==> src/rtl/des_key_sched_dec.sv <==
// DES decryption key schedule: emits the 16 C/D round-key halves in K16..K1 order, one per handshake.
// Optional PC-2 output k_out is built when DES_KS_PC2_EN is defined.
module des_key_sched_dec #(
    parameter int ROUNDS = 16
) (
    input  logic        clk,
    input  logic        rst,
    input  logic        start,
    input  logic [27:0] c_in,
    input  logic [27:0] d_in,
    output logic        busy,
    output logic        round_valid,
    input  logic        round_ready,
    output logic [3:0]  round_idx,
    output logic [27:0] c_out,
    output logic [27:0] d_out,
    output logic        done
`ifdef DES_KS_PC2_EN
   ,output logic [47:0] k_out
`endif
);

    typedef enum logic {IDLE, RUN} state_t;

    state_t     state, state_nxt;
    logic       accept;
    logic       last_round;
    logic [3:0] idx_nxt;
    logic       rot_one;

    // Right rotate by one or two positions; a per-bit 2:1 mux, no arithmetic.
    function automatic logic [27:0] rotr_sel(input logic [27:0] x, input logic one);
        logic [27:0] r1;
        logic [27:0] r2;
        r1 = {x[0], x[27:1]};
        r2 = {x[1:0], x[27:2]};
        return one ? r1 : r2;
    endfunction

    assign accept     = round_valid & round_ready;
    assign last_round = (round_idx == 4'(ROUNDS - 1));
    assign idx_nxt    = round_idx + 4'd1;
    assign rot_one    = (idx_nxt == 4'd1) || (idx_nxt == 4'd8) || (idx_nxt == 4'd15);

    always_ff @(posedge clk) begin
        if (rst) begin
            state     <= IDLE;
            done      <= 1'b0;
            round_idx <= 4'd0;
            c_out     <= 28'd0;
            d_out     <= 28'd0;
        end else begin
            state <= state_nxt;
            done  <= (state == RUN) && accept && last_round;
            if (state == IDLE && start) begin
                round_idx <= 4'd0;
                c_out     <= c_in;
                d_out     <= d_in;
            end else if (state == RUN && accept && !last_round) begin
                round_idx <= idx_nxt;
                c_out     <= rotr_sel(c_out, rot_one);
                d_out     <= rotr_sel(d_out, rot_one);
            end
        end
    end

    always_comb begin
        state_nxt = state;
        case (state)
            IDLE:    if (start) state_nxt = RUN;
            RUN:     if (accept && last_round) state_nxt = IDLE;
            default: state_nxt = IDLE;
        endcase
    end

    always_comb begin
        busy        = (state == RUN);
        round_valid = (state == RUN);
    end

`ifdef DES_KS_PC2_EN
    // PC-2 positions are 1-based from the MSB of the 56-bit {C,D} word.
    localparam int PC2 [48] = '{
        14, 17, 11, 24,  1,  5,  3, 28, 15,  6, 21, 10,
        23, 19, 12,  4, 26,  8, 16,  7, 27, 20, 13,  2,
        41, 52, 31, 37, 47, 55, 30, 40, 51, 45, 33, 48,
        44, 49, 39, 56, 34, 53, 46, 42, 50, 36, 29, 32
    };

    function automatic logic [47:0] pc2(input logic [55:0] cd);
        logic [47:0] k;
        k = '0;
        for (int i = 0; i < 48; i++) begin
            k[47 - i] = cd[56 - PC2[i]];
        end
        return k;
    endfunction

    assign k_out = pc2({c_out, d_out});
`endif

endmodule

==> config.mk <==
export PLATFORM = sky130hd
export DESIGN_NAME = des_key_sched_dec
export DESIGN_NICKNAME = d
export VERILOG_FILES = /design/src/rtl/des_key_sched_dec.sv
export SDC_FILE = /design/constraint.sdc
export NUM_CORES = 1
export LEC_CHECK = 0
export ABC_AREA = 1
export BUFFER_PORTS_ARGS = -buffer_cell sky130_fd_sc_hd__buf_4
export CAP_MARGIN = 5
export CELL_PAD_IN_SITES_DETAIL_PLACEMENT = 1
export CELL_PAD_IN_SITES_GLOBAL_PLACEMENT = 1
export CORE_MARGIN = 5
export CORE_UTILIZATION = 28
export CTS_CLUSTER_DIAMETER = 50
export DETAILED_ROUTE_END_ITERATION = 12
export PLACE_DENSITY_LB_ADDON = 0.1
export SYNTH_ARGS = -nofsm -noshare
export SYNTH_HDL_FRONTEND = slang
export SYNTH_SLANG_ARGS = --single-unit
export TNS_END_PERCENT = 50
==> constraint.sdc <==
create_clock -name clk -period 1.99 [get_ports clk]
set_clock_uncertainty 0.15 [all_clocks]
set_input_delay 0.0995 -clock clk [delete_from_list [all_inputs] [get_ports clk]]
set_output_delay 0.0995 -clock clk [all_outputs]
set_load 0.005 [all_outputs]
---- Yosys cells after proc, flatten, opt, wreduce, memory -nomap -nowiden ----
Cells that the tools add are included.
storage, ports and cells
  register bits after elaboration ......... 62
  output and inout port bits .............. 63
  input port bits ......................... 60
  logic and storage cells ................. 31
operators by class
  equality and inequality tests ........... 4
  bitwise operators ....................... 2
  add/subtract/negate cells ............... 1
  multiplexer cells ....................... 9
  reductions and logical operators ........ 10
operator list
  cell                                                                    count
  28-bit 2-to-1 mux                                                       6
  4-bit equality test (second input constant)                             3
  1-bit logical AND                                                       5
  4-bit by 1-bit adder with 4-bit output (second input constant)          1
  4-bit by 1-bit equality test with 1-bit output (second input constant)  1
  1-bit logical OR                                                        2
  1-bit 2-to-1 mux                                                        2
  1-bit case mux with 2 select lines                                      1
  2-bit nonzero test                                                      1
  2-bit OR reduction                                                      1
  1-bit bitwise AND                                                       1
  1-bit logical NOT                                                       1
  1-bit NOT                                                               1

---- Logic depth before layout (Yosys ltp) ----
Gate-level depths: netlist of the first run.
  depth after elaboration ................. 7
  gate-level depth with buffers ........... 12
  depth with buffers taken out ............ 10

---- Worst setup path before layout of the first run ----
OpenSTA, ideal clock, no wires.
  path kind ............................... register to register
  start ................................... reg round_idx[1]
  end ..................................... reg d_out[0]
  cell stages (with the launch flop) ...... 9
  library setup time ...................... 119 ps
  clock period less this slack ............ 1679 ps
  required time ........................... 1721 ps
  arrival time ............................ 1409 ps
  path buffers ............................ 2
  slack ................................... 311 ps
  path through ............................ dfxtp_1 -> ha_1 -> nand3_1 -> nand2_2 -> nand2_2 -> buf_6 -> clkbuf_1 -> o21ai_0 -> a21oi_1
between the ends
  longest elaborated chain between the ends .. 7
  elaborated cells between the ends (all ways) .. 13
  those cells by class .................... 1 x add/sub; 4 x eq/ne; 3 x mux; 5 x reduce/logical
RTL lines
  element                                                                                       RTL line  RTL
  start, declared                                                                               14        output logic [3:0] round_idx,
  start signal, assigned                                                                        60        round_idx <= idx_nxt;
  4-bit by 1-bit adder with 4-bit output                                                        42        assign idx_nxt = round_idx + 4'd1;
  4-bit by 1-bit equality test with 1-bit output / 4-bit equality test (equally long branches)  43        assign rot_one = (idx_nxt == 4'd1) || (idx_nxt == 4'd8) || (idx_nxt == 4'd15);
  1-bit logical OR (2 in a row)                                                                 43
  28-bit 2-to-1 mux                                                                             37        return one ? r1 : r2;
  28-bit 2-to-1 mux                                                                             59        end else if (state == RUN && accept && !last_round) begin
  28-bit 2-to-1 mux                                                                             55        if (state == IDLE && start) begin
  end signal, assigned                                                                          58        d_out <= d_in;
  end signal, assigned                                                                          62        d_out <= rotr_sel(d_out, rot_one);
  end, declared                                                                                 16        output logic [27:0] d_out,
Parallel ways exist; a longest one is shown, timed or not. The select of a mux whose other input is x is not followed.
A chain may end at the register's enable or synchronous reset.

---- Final worst setup path of the first run ----
  start ................................... reg round_idx[0]
  end ..................................... reg c_out[26]
between the ends
  longest elaborated chain between the ends .. 7
  elaborated cells between the ends (all ways) .. 13
  those cells by class .................... 1 x add/sub; 4 x eq/ne; 3 x mux; 5 x reduce/logical
RTL lines
  element                                                                                       RTL line  RTL
  4-bit by 1-bit adder with 4-bit output                                                        42
  4-bit by 1-bit equality test with 1-bit output / 4-bit equality test (equally long branches)  43
  1-bit logical OR (2 in a row)                                                                 43
  28-bit 2-to-1 mux                                                                             37
  28-bit 2-to-1 mux                                                                             59
  28-bit 2-to-1 mux                                                                             55
  end signal, assigned                                                                          57        c_out <= c_in;
  end signal, assigned                                                                          61        c_out <= rotr_sel(c_out, rot_one);
  end, declared                                                                                 15        output logic [27:0] c_out,
Parallel ways exist; a longest one is shown, timed or not. The select of a mux whose other input is x is not followed.

==> results.sh, run 1 <==
export IMPL_synth_cells=552
export IMPL_period_share=0.9143
export IMPL_cts_root_buffer="clkbuf_16"
export IMPL_final_max_slew_viol_count=0
export IMPL_reg2reg_depth=10
export IMPL_cp_slowest_cell="dfxtp_2"
export IMPL_hold_path_endpoint="busy"
export IMPL_grt_pass1_wl_um=22290
export IMPL_wl_met1_um=6249
export IMPL_grt_antenna_before_repair=0
export IMPL_start_util=0.2855
export IMPL_viasPerCell=4.861
export IMPL_nets=771
export IMPL_cp_slowest_stage_delay_ns=0.34
export IMPL_io_pins=123
export IMPL_rows=41
export IMPL_yosys_area_top_type="dfxtp_1"
export IMPL_route_met3_wl_um=495
export IMPL_fp_dieH_um=123.4
export IMPL_maxCapViolations=0
export IMPL_arrival_ns=1.88
export IMPL_holdWs_ns=0.07352
export IMPL_io_buffers=122
export IMPL_avgSynthCellArea_sq_um=6.528
export IMPL_gr_total_overflow=0
export IMPL_drc=0
export IMPL_multiInputGateArea_sq_um=1812
export IMPL_hold_viol=0
export IMPL_synthArstFlopShare=0
export IMPL_first_iter_violations=272
export IMPL_clkLatencyLatePin_ns=0.32
export IMPL_critPathMaxFanout=22
export IMPL_grt_total_usage=0.1821
export IMPL_synthesis_area_sq_um=3603
export IMPL_setup_viol=0
export IMPL_ys_warn_count=0
export IMPL_cts_sinks=62
export IMPL_rsz0062_at_grt="false"
export IMPL_grt_max_degree=58
export IMPL_synth_edff_count=0
export IMPL_cts_tree="yes"
export IMPL_seq_area_sq_um=1244
export IMPL_min_delay_start="start"
export IMPL_gp_congestion=0.7470
export IMPL_dr_pass1_iters=4
export IMPL_hold_path_depth=5
export IMPL_clockBufferDepth=2
export IMPL_ir_drop_mv=0.3077
export IMPL_ys_types=18
export IMPL_leakage_uw=0.002525
export IMPL_wl_met2_um=6750
export IMPL_synth_seq_cells=62
export IMPL_regToRegEndpoint="c_out[26]"
export IMPL_core_sq_um=12620
export IMPL_n_antenna_cell=0
export IMPL_wl_per_cell_um=15.43
export IMPL_synth_common_cells="a21oi_1 (117), nand3_1 (117), inv_1 (66), nand2_1 (65), dfxtp_1 (62)"
export IMPL_worst_ep_required_time_ns=2.05
export IMPL_tns_ns=0
export IMPL_cp_start_kind="flip-flop"
export IMPL_die_w_um=123.4
export IMPL_reg2reg_slack_ns=0.17
export IMPL_crit_cells=10
export IMPL_synth_top_area_frac=0.3444
export IMPL_crit_family="simple AND/OR/NAND/NOR gates"
export IMPL_fillers=1620
export IMPL_end_kind="flip-flop"
export IMPL_dp_final_hpwl_um=8899
export IMPL_drtAntennaViolNets=0
export IMPL_clkTransAtPathRegs_ns=0.05
export IMPL_synthTopCellsByArea="dfxtp_1 (34%), a21oi_1 (16%), nand3_1 (16%), o21ai_0 (7.2%), inv_1 (6.9%)"
export IMPL_area_growth_pct=52.67
export IMPL_r2r_start="round_idx[0]"
export IMPL_top_layer_used="met4"
export IMPL_grt_pass1_vias=4525
export IMPL_fmax_mhz=549.6
export IMPL_synthFlopType="dfxtp_1"
export IMPL_min_period_ns=1.820
export IMPL_syn_nets=615
export IMPL_cp_cell_sequence="ha_1 -> inv_1 -> nand2_2 -> nand2_1 -> nand2_1 -> nand2_2 -> buf_4 -> nand3_1 -> nand3_1 -> a21oi_1"
export IMPL_power_density_nw_per_um2=766.0
export IMPL_numCtsBuffers=9
export IMPL_die_area_sq_um=15240
export IMPL_vias=4292
export IMPL_wl_um=13620
export IMPL_htree_levels=3
export IMPL_worst_pin_slew_ns=0.4955
export IMPL_worst_path_buf_inv=2
export IMPL_drive_gt1_frac=0.2278
export IMPL_hold_path_class="in2reg"
export IMPL_worst_setup_path_type="reg2reg"
export IMPL_seq_area_frac_synth=0.3444
export IMPL_max_slew_margin=0.6676
export IMPL_status="finished clean"
==> cells by family (layout without fill, tap and decap cells) <==
family                     count (synthesis)  count (layout)  synth area share
buffers and inverters                    119             278            0.1549
adders and majority gates                  3               3           0.01042
AOI/OAI and AO/OA                        176             176            0.2444
DFF                                       62              62            0.3444
and+or+nand+nor                          192             192            0.2458
==> routing by layer <==
metal | track usage | up-vias
met1 | 0.2310 | 2044
met2 | 0.3204 | 82
met5 | 0 | -
met4 | 0.04775 | 0
li1 | - | 2157
met3 | 0.02882 | 9
==> worst max path at each step <==
stage / slack [ns] / end / from
floorplan: 0.31 / d_out[0] / round_idx[1]
global placement: 0.19 / c_out[22] / round_idx[1]
detailed placement: 0.09 / c_out[21] / round_idx[1]
CTS: 0.07 / c_out[25] / round_idx[1]
global route: 0.05 / c_out[22] / round_idx[1]
finish: 0.17 / c_out[26] / round_idx[0]
==> worst min-delay path, stage by stage <==
cell     delay, ns
buf_4         0.11
inv_1         0.08
nor2_4        0.05
inv_2         0.09
a21oi_1       0.07
==> final cells by class <==
cell class | instances | area share
clock inverter | 1 | 0.0009097
sequential | 62 | 0.2261
inverter | 70 | 0.04776
multi-input combinational | 371 | 0.3293
tap | 172 | 0.03912
clock buffer | 13 | 0.04912
timing repair buffer | 194 | 0.3077
==> through the flow <==
stage / cells / cell area, sq um / worst slack, ns / power, uW / util
2_1_floorplan: 552 / 3603 / 0.3113 / 2184 / -
3_3_place_gp: 811 / 4639 / 0.1943 / 2670 / 0.3676
3_5_place_dp: 811 / 4639 / 0.09068 / 2694 / 0.3676
4_1_cts: 883 / 5495 / 0.07323 / 4273 / 0.4355
5_1_grt: 883 / 5502 / 0.04523 / 4495 / 0.4360
6_report: 883 / 5502 / 0.1705 / 4214 / 0.4360
==> where the power goes <==
part	total, uW	switching (uW)	internal [uW]
sequential	1500	119	1380
clock	1470	541	929
combinational	1250	641	607
==> sequential cells by signal, summed over array words and instances, names as in the netlist <==
name	count
busy	1
c_out	28
d_out	28
done	1
round_idx	4
==> repair_timing <==
action,4_1_cts,5_1_grt
setup endpoints to repair,0,46
endpoints found under the hold margin,62,0
buffers inserted,0,0
hold buffers,58,0
resized for setup,0,3
==> cells in the final DEF (no fill, tap or decap), drive strengths merged <==
cell / instances
clkinv: 3
clkbuf: 13
nand4: 1
ha: 3
dlygate4sd3: 58
nand2: 71
nand3: 117
dfxtp: 62
nor2: 2
o21ai: 59
a21oi: 117
buf: 136
inv: 68
nor3: 1
(Power assumes the default switching activity.)
==> run 2, diff against run 1 <==
--- a/config.mk
+++ b/config.mk
@@ -15,6 +15,7 @@
 export CTS_CLUSTER_DIAMETER = 50
 export DETAILED_ROUTE_END_ITERATION = 12
 export PLACE_DENSITY_LB_ADDON = 0.1
+export REMOVE_ABC_BUFFERS = 1
 export SYNTH_ARGS = -nofsm -noshare
 export SYNTH_HDL_FRONTEND = slang
 export SYNTH_SLANG_ARGS = --single-unit
==> run 2 against run 1 <==
Against the previous run: clock power grew 18%; largest power group is now the clock network; critical endpoint is now d_out[0]; sequential share of layout area decreased by 0.29 points; core utilization is 0.53 points higher; sequential cell count is the same; sequential power is essentially flat; hold slack improved by 0.27 ns; global-route usage up 0.15 points; largest cell class unchanged; highest routed layer unchanged; fmax decreased by 0.24%; routed wire length hardly changed.
==> results.sh, run 2 (synthesis gave the netlist of run 1 again) <==
export IMPL_status="finished clean"
export IMPL_leakage_uw=0.002549
export IMPL_gp_congestion=0.7709
export IMPL_dp_final_hpwl_um=8692
export IMPL_worst_setup_path_type="reg2reg"
export IMPL_post_cts_buffers=0
export IMPL_die_w_um=123.4
export IMPL_final_area_sq_um=5568
export IMPL_hold_path_class="in2reg"
export IMPL_top_layer_used="met4"
export IMPL_viasPerCell=4.859
export IMPL_dpl_cell_area_sq_um=4652
export IMPL_dr_pass1_iters=4
export IMPL_cp_cell_sequence="ha_1 -> nand3_1 -> nand2_2 -> nand2_2 -> inv_4 -> buf_12 -> a21oi_1 -> a21oi_1"
export IMPL_period_share=0.9166
export IMPL_n_antenna_cell=0
export IMPL_arrival_ns=1.94
export IMPL_die_area_sq_um=15240
export IMPL_start_util=0.2855
export IMPL_place_inst=811
export IMPL_grt_max_degree=58
export IMPL_vias=4300
export IMPL_clkTransAtPathRegs_ns=0.06
export IMPL_wl_met1_um=6366
export IMPL_p_comb_frac=0.281
export IMPL_p_switching_uw=1398
export IMPL_power_density_nw_per_um2=805.8
export IMPL_grt_pass1_wl_um=22380
export IMPL_p_total_uw=4487
export IMPL_largest_registers="c_out (28), d_out (28), round_idx (4)"
export IMPL_drc=0
export IMPL_fp_dieH_um=123.4
export IMPL_wl_met2_um=6474
export IMPL_utilization=0.4412
export IMPL_cts_tree="yes"
export IMPL_cts_root_buffer="clkbuf_16"
export IMPL_rows=41
export IMPL_route_met3_wl_um=662
export IMPL_maxCapViolations=0
export IMPL_rsz0062_at_grt="true"
export IMPL_area_growth_pct=54.51
export IMPL_grt_antenna_before_repair=0
export IMPL_cp_start_kind="flip-flop"
export IMPL_holdWs_ns=0.3414
export IMPL_clockBufferDepth=2
export IMPL_first_iter_violations=249
export IMPL_critPathMaxFanout=27
export IMPL_htree_levels=3
export IMPL_cts_sinks=62
export IMPL_wl_per_cell_um=15.40
export IMPL_io_pins=123
export IMPL_ir_drop_mv=0.4363
export IMPL_io_buffers=122
export IMPL_fillers=1586
export IMPL_setup_viol=0
export IMPL_grt_pass1_vias=4493
export IMPL_worst_ep_required_time_ns=2.10
export IMPL_p_seq_frac=0.332
export IMPL_max_slew_margin=0.7792
export IMPL_drtAntennaViolNets=0
export IMPL_hold_viol=0
export IMPL_drive_gt1_frac=0.2300
export IMPL_final_max_slew_viol_count=0
export IMPL_wl_um=13630
export IMPL_fin_cells=885
export IMPL_min_period_ns=1.824
export IMPL_mostFrequentLayoutCell="buf_4"
export IMPL_layout_common_cells="buf_4 (127), nand3_1 (117), a21oi_1 (117)"
export IMPL_clockPowerShare=0.387
export IMPL_internal_power_uw=3089
export IMPL_gr_total_overflow=0
export IMPL_nets=771
export IMPL_p_sw_frac=0.3116
export IMPL_end_kind="flip-flop"
export IMPL_grt_total_usage=0.1835
export IMPL_cp_slowest_cell="dfxtp_2"
export IMPL_worst_pin_slew_ns=0.3312
export IMPL_clkLatencyLatePin_ns=0.33
export IMPL_numCtsBuffers=9
export IMPL_core_sq_um=12620
export IMPL_cp_slowest_stage_delay_ns=0.37
export IMPL_fmax_mhz=548.3
## run 2: what timing repair did
| item | CTS | global route |
|---|---|---|
| hold buffers | 58 | 0 |
| setup endpoints to repair | 0 | 56 |
| endpoints found under the hold margin | 62 | 0 |
| resized for setup | 0 | 4 |
## run 2: area by class of cell
| cell class | count | area, sq um | area share |
|---|---|---|---|
| Clock buffer | 9 | 225.2 | 0.04045 |
| Clock inverter | 7 | 97.59 | 0.01753 |
| Inverter | 70 | 265.3 | 0.04764 |
| Multi-Input combinational cell | 371 | 1817 | 0.3263 |
| Sequential cell | 62 | 1242 | 0.2231 |
| Tap cell | 172 | 215.2 | 0.03865 |
| Timing Repair Buffer | 194 | 1705 | 0.3063 |
## run 2: power by group through the flow
stage,Combinational [uW],Sequential (uW),Clock [uW]
2_1_floorplan,599,1500,0
3_5_place_dp,1180,1520,0
6_report,1260,1490,1740
3_3_place_gp,1150,1520,0
4_1_cts,1270,1490,1780
5_1_grt,1430,1510,1830
## run 2: worst max-delay path, delay by kind of cell (launching register included)
family                   cells  cell delay, ns
flip-flops                   1            0.37
adder cells (fa/ha/maj)      1            0.21
AO/OA/AOI/OAI                2            0.23
AND/OR/NAND/NOR              3            0.43
buffers and inverters        2            0.35
## run 2: final timing paths
check	from	endpoint	slack (ns)	depth (start not counted)
max	round_idx[0]	d_out[0]	0.17	8
min	start	busy	0.34	6
max reg2reg	round_idx[0]	d_out[0]	0.17	8
min reg2reg	round_idx[0]	round_idx[0]	0.37	2
## run 2: stage by stage
stage | setup WS (ns) | TNS, ns
floorplan | -3.252 | -187.04
global placement | 0.1229 | 0
detailed placement | 0.04473 | 0
CTS | 0.01755 | 0
global route | -0.02175 | -0.02175
finish | 0.1660 | 0
## run 2: routing by layer
| layer | global-route usage | up-vias |
|---|---|---|
| met5 | 0 | - |
| li1 | - | 2163 |
| met3 | 0.03934 | 10 |
| met1 | 0.2364 | 2027 |
| met2 | 0.3140 | 100 |
| met4 | 0.04221 | 0 |
